===== config.mk =====
export PLATFORM = sky130hd
export DESIGN_NAME = stdp_synapse_array
export DESIGN_NICKNAME = d
export VERILOG_FILES = /design/src/rtl/stdp_synapse_array.sv
export SDC_FILE = /design/constraint.sdc
export NUM_CORES = 1
export LEC_CHECK = 0
export ABC_AREA = 1
export BUFFER_PORTS_ARGS = -buffer_cell sky130_fd_sc_hd__buf_2
export CAP_MARGIN = 0
export CORE_MARGIN = 5
export CORE_UTILIZATION = 65
export DETAILED_ROUTE_END_ITERATION = 7
export PLACE_DENSITY_LB_ADDON = 0.08
export SLEW_MARGIN = 20
export SYNTH_ARGS = -nofsm -noshare
export SYNTH_HDL_FRONTEND = slang
export SYNTH_SLANG_ARGS = --single-unit

===== constraint.sdc =====
create_clock -name clk -period 8.3 [get_ports clk]
set_input_delay 0 -clock clk [delete_from_list [all_inputs] [get_ports clk]]
set_output_delay 0 -clock clk [all_outputs]
set_load 0.01 [all_outputs]

===== src/rtl/stdp_synapse_array.sv =====
// Multi-channel STDP synapse array: per-channel pre-traces and weights, one shared post-trace,
// event-flagged weight updates applied by a sequential scan. Optional host write port: STDP_WLOAD_EN.
module stdp_synapse_array #(
  parameter int N_CH        = 4,
  parameter int WIDTH       = 12,
  parameter int FRAC        = 5,
  parameter int W_INIT      = 32,
  parameter int TRACE_INC   = 16,
  parameter int DECAY_SHIFT = 3,
  parameter int LR_SHIFT    = 2
) (
  input  logic                            clk,
  input  logic                            reset_n,
  input  logic [N_CH-1:0]                 pre_spike,
  input  logic                            post_spike,
  output logic [WIDTH+$clog2(N_CH)-1:0]   i_syn,
  output logic                            busy,
  input  logic [$clog2(N_CH)-1:0]         rd_sel,
  output logic [WIDTH-2:0]                rd_weight,
  input  logic                            wr_en,
  input  logic [$clog2(N_CH)-1:0]         wr_sel,
  input  logic [WIDTH-2:0]                wr_data
);

  localparam int SW = $clog2(N_CH);
  localparam int TW = WIDTH - 1;
  localparam int OW = WIDTH + SW;
  localparam int PW = 2 * TW;
  localparam int SH = FRAC + LR_SHIFT;

  typedef logic [TW-1:0]        val_t;
  typedef logic [TW:0]          ext_t;
  typedef logic [PW-1:0]        prod_t;
  typedef logic signed [PW+1:0] acc_t;
  typedef logic [OW-1:0]        sum_t;
  typedef logic [SW-1:0]        sel_t;

  typedef enum logic {IDLE, SCAN} state_t;

  localparam sel_t LAST  = sel_t'(N_CH - 1);
  localparam val_t W_MAX = '1;

  state_t          state, state_nxt;
  sel_t            idx, idx_nxt;
  val_t            weight     [N_CH];
  val_t            weight_nxt [N_CH];
  val_t            pre_trace     [N_CH];
  val_t            pre_trace_nxt [N_CH];
  val_t            pot_snap     [N_CH];
  val_t            pot_snap_nxt [N_CH];
  val_t            dep_snap     [N_CH];
  val_t            dep_snap_nxt [N_CH];
  val_t            post_trace, post_trace_nxt;
  logic [N_CH-1:0] pot_pend, pot_pend_nxt;
  logic [N_CH-1:0] dep_pend, dep_pend_nxt;
  sum_t            isum;
  val_t            w_cur, w_upd;
  prod_t           pot, dep;
  acc_t            acc;

  function automatic val_t trace_step(input val_t t, input logic spike);
    val_t d;
    ext_t s;
    d = t - (t >> DECAY_SHIFT);
    s = ext_t'(d) + ext_t'(TRACE_INC);
    if (!spike)
      trace_step = d;
    else if (s > ext_t'(W_MAX))
      trace_step = W_MAX;
    else
      trace_step = s[TW-1:0];
  endfunction

  // Shared update datapath for the channel under the scan pointer.
  // The intermediate is wide enough to hold w + pot - dep exactly before clamping.
  always_comb begin
    w_cur = weight[idx];
    pot   = '0;
    dep   = '0;
    if (pot_pend[idx])
      pot = (prod_t'(pot_snap[idx]) * prod_t'(W_MAX - w_cur)) >> SH;
    if (dep_pend[idx])
      dep = (prod_t'(dep_snap[idx]) * prod_t'(w_cur)) >> SH;
    acc = acc_t'(w_cur) + acc_t'(pot) - acc_t'(dep);
    if (acc[PW+1])
      w_upd = '0;
    else if (|acc[PW:TW])
      w_upd = W_MAX;
    else
      w_upd = acc[TW-1:0];
  end

  always_comb begin
    weight_nxt     = weight;
    pre_trace_nxt  = pre_trace;
    pot_snap_nxt   = pot_snap;
    dep_snap_nxt   = dep_snap;
    pot_pend_nxt   = pot_pend;
    dep_pend_nxt   = dep_pend;
    post_trace_nxt = trace_step(post_trace, post_spike);
    state_nxt      = state;
    idx_nxt        = idx;

    // Clearing first lets an event arriving on the visited channel this cycle survive.
    if (state == SCAN) begin
      weight_nxt[idx]   = w_upd;
      pot_pend_nxt[idx] = 1'b0;
      dep_pend_nxt[idx] = 1'b0;
    end

    for (int unsigned i = 0; i < N_CH; i++) begin
      pre_trace_nxt[i] = trace_step(pre_trace[i], pre_spike[i]);
      if (pre_spike[i] && post_trace != '0) begin
        dep_pend_nxt[i] = 1'b1;
        dep_snap_nxt[i] = post_trace;
      end
      if (post_spike && pre_trace[i] != '0) begin
        pot_pend_nxt[i] = 1'b1;
        pot_snap_nxt[i] = pre_trace[i];
      end
    end

`ifdef STDP_WLOAD_EN
    // wr_data is TW bits wide, so it can never exceed W_MAX.
    if (wr_en) begin
      weight_nxt[wr_sel]   = wr_data;
      pot_pend_nxt[wr_sel] = 1'b0;
      dep_pend_nxt[wr_sel] = 1'b0;
    end
`endif

    case (state)
      IDLE: begin
        if (|(pot_pend | dep_pend)) begin
          state_nxt = SCAN;
          idx_nxt   = '0;
        end
      end
      SCAN: begin
        if (idx == LAST) begin
          idx_nxt   = '0;
          state_nxt = (|(pot_pend_nxt | dep_pend_nxt)) ? SCAN : IDLE;
        end else begin
          idx_nxt = idx + 1'b1;
        end
      end
      default: begin
        state_nxt = IDLE;
        idx_nxt   = '0;
      end
    endcase
  end

`ifndef STDP_WLOAD_EN
  logic unused_wr;
  assign unused_wr = ^{wr_en, wr_sel, wr_data};
`endif

  always_comb begin
    isum = '0;
    for (int unsigned i = 0; i < N_CH; i++)
      if (pre_spike[i])
        isum = isum + sum_t'(weight[i] >> 2);
  end

  assign busy = (state == SCAN);

  always_ff @(posedge clk or negedge reset_n) begin
    if (!reset_n) begin
      state      <= IDLE;
      idx        <= '0;
      post_trace <= '0;
      pot_pend   <= '0;
      dep_pend   <= '0;
      i_syn      <= '0;
      rd_weight  <= '0;
      for (int unsigned i = 0; i < N_CH; i++) begin
        weight[i]    <= val_t'(W_INIT);
        pre_trace[i] <= '0;
        pot_snap[i]  <= '0;
        dep_snap[i]  <= '0;
      end
    end else begin
      state      <= state_nxt;
      idx        <= idx_nxt;
      post_trace <= post_trace_nxt;
      pot_pend   <= pot_pend_nxt;
      dep_pend   <= dep_pend_nxt;
      i_syn      <= isum;
      rd_weight  <= weight[rd_sel];
      for (int unsigned i = 0; i < N_CH; i++) begin
        weight[i]    <= weight_nxt[i];
        pre_trace[i] <= pre_trace_nxt[i];
        pot_snap[i]  <= pot_snap_nxt[i];
        dep_snap[i]  <= dep_snap_nxt[i];
      end
    end
  end

endmodule


==> flow_summary.toml, run 1 <==
[timing]
slew_violations = 0
hold_violations = 0
skew_ns = 0.01202
period_needed_ns = 8.161
maxSlewHeadroom_pct = 46.54
clock.fmax_mhz = 122.5
finalCritPeriodShare_pct = 98.32
worst_slew_pin_slew_ns = 0.7965
finalSetupViolCount = 0

[cells_and_area]
drive_gt1_share_pct = 12.48
nFillCells = 2594
syn_to_final_growth_pct = 14.27
design_area_um2 = 26160
diodes = 0
nNetsFinal = 3587

[critical_path]
crit_path_frequent_cell = "fa_1"
worstPathRequired_ns = 8.70
slowest_stage = "fa_1"
cp_slowest_stage_delay_ns = 0.58
crit_fanout = 6
start_kind = "register"
critPathKind = "register to register"
cp-end-kind = "register"
arrival_ns = 8.56
r2r_setup_slack_ns = 0.14

[status]
status = "completed"

[synth]
netlist_area_um2 = 22890
async_flop_share_pct = 100.0
synth_area_per_cell_um2 = 7.510
yosys_warnings = 0
netlist_instances = 3048
seq_area_frac_synth_pct = 24.18
ys.flop_type = "dfrtp_1"
ys_seq_elements = 221
synth-edff-count = 0
synth_cell_types = 54

[routing]
wl_um = 65320
drcViolationCount = 0
dr.pass1.iters = 6
post_drt_wl_per_cell_um = 17.93
ant_nets = 0
num_vias = 21380
drtIter0Drc = 2020
vias_per_cell = 5.867

[placed_design]
portBuffers = 32
place_congestion = 0.9421
dpl_cell_area_um2 = 23830
place_hpwl_um = 48460

[floorplanning]
fp.coreArea_um2 = 34630
num_io_pins = 49
die_y_um = 197.7
die-area_um2 = 39070
die_x_um = 197.7
rows = 68
initial_core_util_pct = 66.11

[clocking]
clock_sinks = 221
clk_path_buf_depth = 3
cts_buffers = 24
cts-root-buf = "clkbuf_16"
clk_latency_ns = 0.52
cts_max_level = 1
clk_pin_slew_ns = 0.07
cts_tree = "yes"

[global_routing]
grt_max_degree = 143
antenna_found_initial = 0
grt_util_all_layers_pct = 31.66
overflow = 0
grt_pass1_wl_um = 101500
grt_pass1_vias = 20430

[hold_path]
hp-class = "input port to asynchronous set/reset pin"

[job]
max-cap-violations = 0
[through the flow]
step	TNS (ns)	setup slack, ns	hold slack [ns]	util [%]	instances
3_5_place_dp	0	0.02897	0.2234	68.82	3524
4_1_cts	0	0.01459	0.2548	71.46	3576
2_1_floorplan	0	0.7091	-0.2956	-	3049
3_3_place_gp	0	0.09795	0.2171	68.82	3524
6_report	0	0.1392	0.0009254	75.54	3644
5_1_grt	-1.352	-0.1277	0.06930	75.54	3644
[routing by layer]
layer  vias up  part of all wire, %  GRT usage, %
met5         -                    0             0
met1     10220                   40         43.77
li1       9985                    -             -
met3       197                  8.1         3.411
met2       978                   47         52.47
met4         0                  4.9         10.89
[synthesized netlist by cell type (7+ instances only)]
cell type	count	area, um2
a32oi_1	16	140.1
xnor2_1	34	297.8
or2_2	8	50.05
buf_4	7	52.55
ha_1	213	2665
clkbuf_1	47	176.4
dfrtp_1	217	5430
a21boi_0	7	52.55
xor2_1	29	254.0
fa_1	179	3583
nor3_1	25	125.1
o22ai_1	11	68.82
a21oi_1	152	760.7
nand4_1	48	300.3
nand3b_1	7	52.55
nor2_1	268	1006
nand3_1	162	810.8
buf_2	31	155.2
mux2_2	10	112.6
nand2_1	811	3044
inv_1	458	1719
a32oi_2	12	195.2
nor4_1	16	100.1
o21ai_0	193	965.9
o21bai_1	14	105.1
[worst max-delay path, delay by kind of cell, from the launching register on]
kind	cells	cell delay [ns]
AOI/OAI and AO/OA	4	0.94
adders and majority gates	8	3.61
DFF	1	0.48
buffers and inverters	10	1.26
and+or+nand+nor	14	1.72
[flip-flops by register name, summed over array words and instances (netlist names)]
register	flops
pre_trace	44
rd_weight	11
post_trace	11
weight	44
dep_pend	4
dep_snap	44
pot_snap	44
i_syn	12
idx	2
busy	1
pot_pend	4
[final timing paths]
check	cells past startpoint	endpoint	start
worst min register to register	2	pot_snap[2]	pot_snap[2]
max in group asynchronous	3	idx[0]	reset_n
worst max-delay path	36	weight[24]	idx[0]
min in group clk	4	i_syn[0]	pre_spike[2]
worst max register to register	36	weight[24]	idx[0]
worst min-delay path	2	pre_trace[38]	reset_n
[cell type report]
class | instances | area (um2) | area share (%)
Clock inverter | 11 | 138.9 | 0.5309
Timing Repair inverter | 2 | 25.02 | 0.09566
Sequential cell | 221 | 5539 | 21.17
Inverter | 468 | 1799 | 6.878
Clock buffer | 32 | 681.9 | 2.607
Multi-Input combinational cell | 2270 | 15790 | 60.37
Tap cell | 455 | 569.3 | 2.176
Timing Repair Buffer | 185 | 1614 | 6.170
[kinds of logic after synthesis]
| kind of cell | Yosys count | share of synthesized area (%) |
|---|---|---|
| DFF | 221 | 24.18 |
| and+or+nand+nor | 1374 | 25.14 |
| muxes | 10 | 0.4919 |
| other | 1 | 0.01638 |
| xor gates and xnor gates | 65 | 2.552 |
| buffers and inverters | 558 | 9.620 |
| AOI/OAI and AO/OA | 427 | 10.71 |
| adders and majority gates | 392 | 27.30 |
[layout by cell type (no fill, tap or decap), types with 32 or more instances in the layout]
cell	count
nor2_1	243
fa_1	177
a21oi_1	127
buf_4	109
o21ai_0	184
dfrtp_1	216
ha_1	192
nand2_1	798
buf_2	32
inv_1	444
xnor2_1	32
nand3_1	160
nand4_1	48
[timing repair]
| item | 4_1_cts | 5_1_grt |
|---|---|---|
| pin swaps | 0 | 54 |
| gates resized for setup | 1 | 190 |
| setup endpoints to repair | 5 | 44 |
| hold buffers | 9 | 0 |
| endpoints found under the hold margin | 182 | 0 |
| buffers inserted | 0 | 55 |
| gates cloned | 0 | 12 |
Power of run 1 is not shown: default switching activity piles up to over one toggle a cycle in this logic, so the estimate is an artifact.
==> run 2: changes to the inputs <==
--- a/config.mk
+++ b/config.mk
@@ -9,7 +9,7 @@
 export BUFFER_PORTS_ARGS = -buffer_cell sky130_fd_sc_hd__buf_2
 export CAP_MARGIN = 0
 export CORE_MARGIN = 5
-export CORE_UTILIZATION = 65
+export CORE_UTILIZATION = 55
 export DETAILED_ROUTE_END_ITERATION = 7
 export PLACE_DENSITY_LB_ADDON = 0.08
 export SLEW_MARGIN = 20
==> flow_summary.toml, run 2 (synthesized netlist as in run 1, its figures left out) <==
[status]
status = "completed"

[routing]
drtIter0Drc = 1591
post_drt_wl_per_cell_um = 17.64
num_vias = 20660
ant_nets = 0
vias_per_cell = 5.582
dr.pass1.iters = 6
wl_um = 65300
drcViolationCount = 0

[clocking]
clk_pin_slew_ns = 0.06
clk_latency_ns = 0.54
cts-root-buf = "clkbuf_16"
cts_buffers = 24
clk_path_buf_depth = 3
clock_sinks = 221
cts_tree = "yes"
cts_max_level = 1

[critical_path]
start_kind = "register"
crit_path_frequent_cell = "nand2_1"
crit_fanout = 14
cp-end-kind = "register"
cp_slowest_stage_delay_ns = 0.56
timing.rr.end = "weight[42]"
r2r-start = "idx[0]"
critPathKind = "register to register"
r2r_setup_slack_ns = 0.19
slowest_stage = "fa_1"
r2r_cells = 35
arrival_ns = 8.53
worstPathRequired_ns = 8.73

[cells_and_area]
syn_to_final_growth_pct = 13.07
drive_gt1_share_pct = 11.04
final_common_cell = "nand2_1"
diodes = 0
mostFrequentLayoutCells = "nand2_1 (803), inv_1 (444), nor2_1 (249), dfrtp_1 (216), ha_1 (198)"
nNetsFinal = 3566
stdcell_count = 3701
final_util_pct = 63.11

[job]
max-cap-violations = 0

[timing]
finalSetupViolCount = 0
worst_slew_pin_slew_ns = 0.8317
worst_slack_ns = 0.1929
slew_violations = 0
setup_tns_ns = 0
period_needed_ns = 8.107
finalCritPeriodShare_pct = 97.68
clock.fmax_mhz = 123.3
hold_violations = 0
maxSlewHeadroom_pct = 44.55
skew_ns = 0.01931

[floorplanning]
num_io_pins = 49
initial_core_util_pct = 55.81
die-area_um2 = 45800
die_y_um = 214.0
rows = 74
die_x_um = 214.0
fp.coreArea_um2 = 41020

[global_routing]
antenna_found_initial = 0
grt_pass1_wl_um = 104200
grt_pass1_vias = 20410
grt_util_all_layers_pct = 27.37
grt_max_degree = 80
overflow = 0

[placed_design]
post-place-ws_ns = 0.02882
portBuffers = 32
placed_cells = 3599
place_congestion = 0.9288
place_hpwl_um = 49800

[hold_path]
hp-class = "input port to asynchronous set/reset pin"
run 2: what timing repair did:
action,CTS,global route
setup endpoints to repair,1,44
setup buffers,0,40
pin swaps,0,26
hold endpoints to repair,112,0
gates cloned,1,6
hold buffers,10,0
gates resized for setup,2,138
run 2: critical path: cells and delay by family (launching register included):
family / cells / cell delay (ns)
compound gates: 1 / 0.19
flops: 1 / 0.48
simple gates: 19 / 2.54
buf+inv: 7 / 0.96
fa+ha+maj: 8 / 3.77
run 2: cell type report:
type	count	area [um2]
fill	3711	15130
tap	532	665.6
sequential	221	5537
inverter	468	1810
clock buffer	38	714.4
timing repair buffer	165	1406
multi-input combinational	2270	15660
timing repair inverter	1	8.758
clock inverter	6	86.33
run 2: metal layers:
layer | vias to the layer above | GRT usage, % | share of wire [%]
met4 | 0 | 9.448 | 3.8
met3 | 136 | 2.937 | 6.1
met1 | 9913 | 37.65 | 43
met5 | - | 0 | 0
li1 | 9945 | - | -
met2 | 664 | 45.57 | 47
run 2: worst max path at each step:
stage | startpoint | end | slack (ns)
2_1_floorplan | idx[0] | weight[0] | 0.71
3_3_place_gp | idx[0] | weight[3] | 0.19
3_5_place_dp | idx[0] | weight[29] | 0.03
4_1_cts | idx[0] | weight[18] | 0.005
5_1_grt | idx[0] | weight[0] | -0.08
6_report | idx[0] | weight[42] | 0.19
run 2: through the flow:
| stage | cell area (um2) | hold WS, ns |
|---|---|---|
| 2_1_floorplan | 22900 | -0.2956 |
| 5_1_grt | 25880 | 0.1205 |
| 4_1_cts | 24870 | 0.05182 |
| 3_5_place_dp | 23930 | 0.02723 |
| 6_report | 25880 | 0.05768 |
| 3_3_place_gp | 23930 | 0.02153 |
Power of run 2 is left out for the same reason.
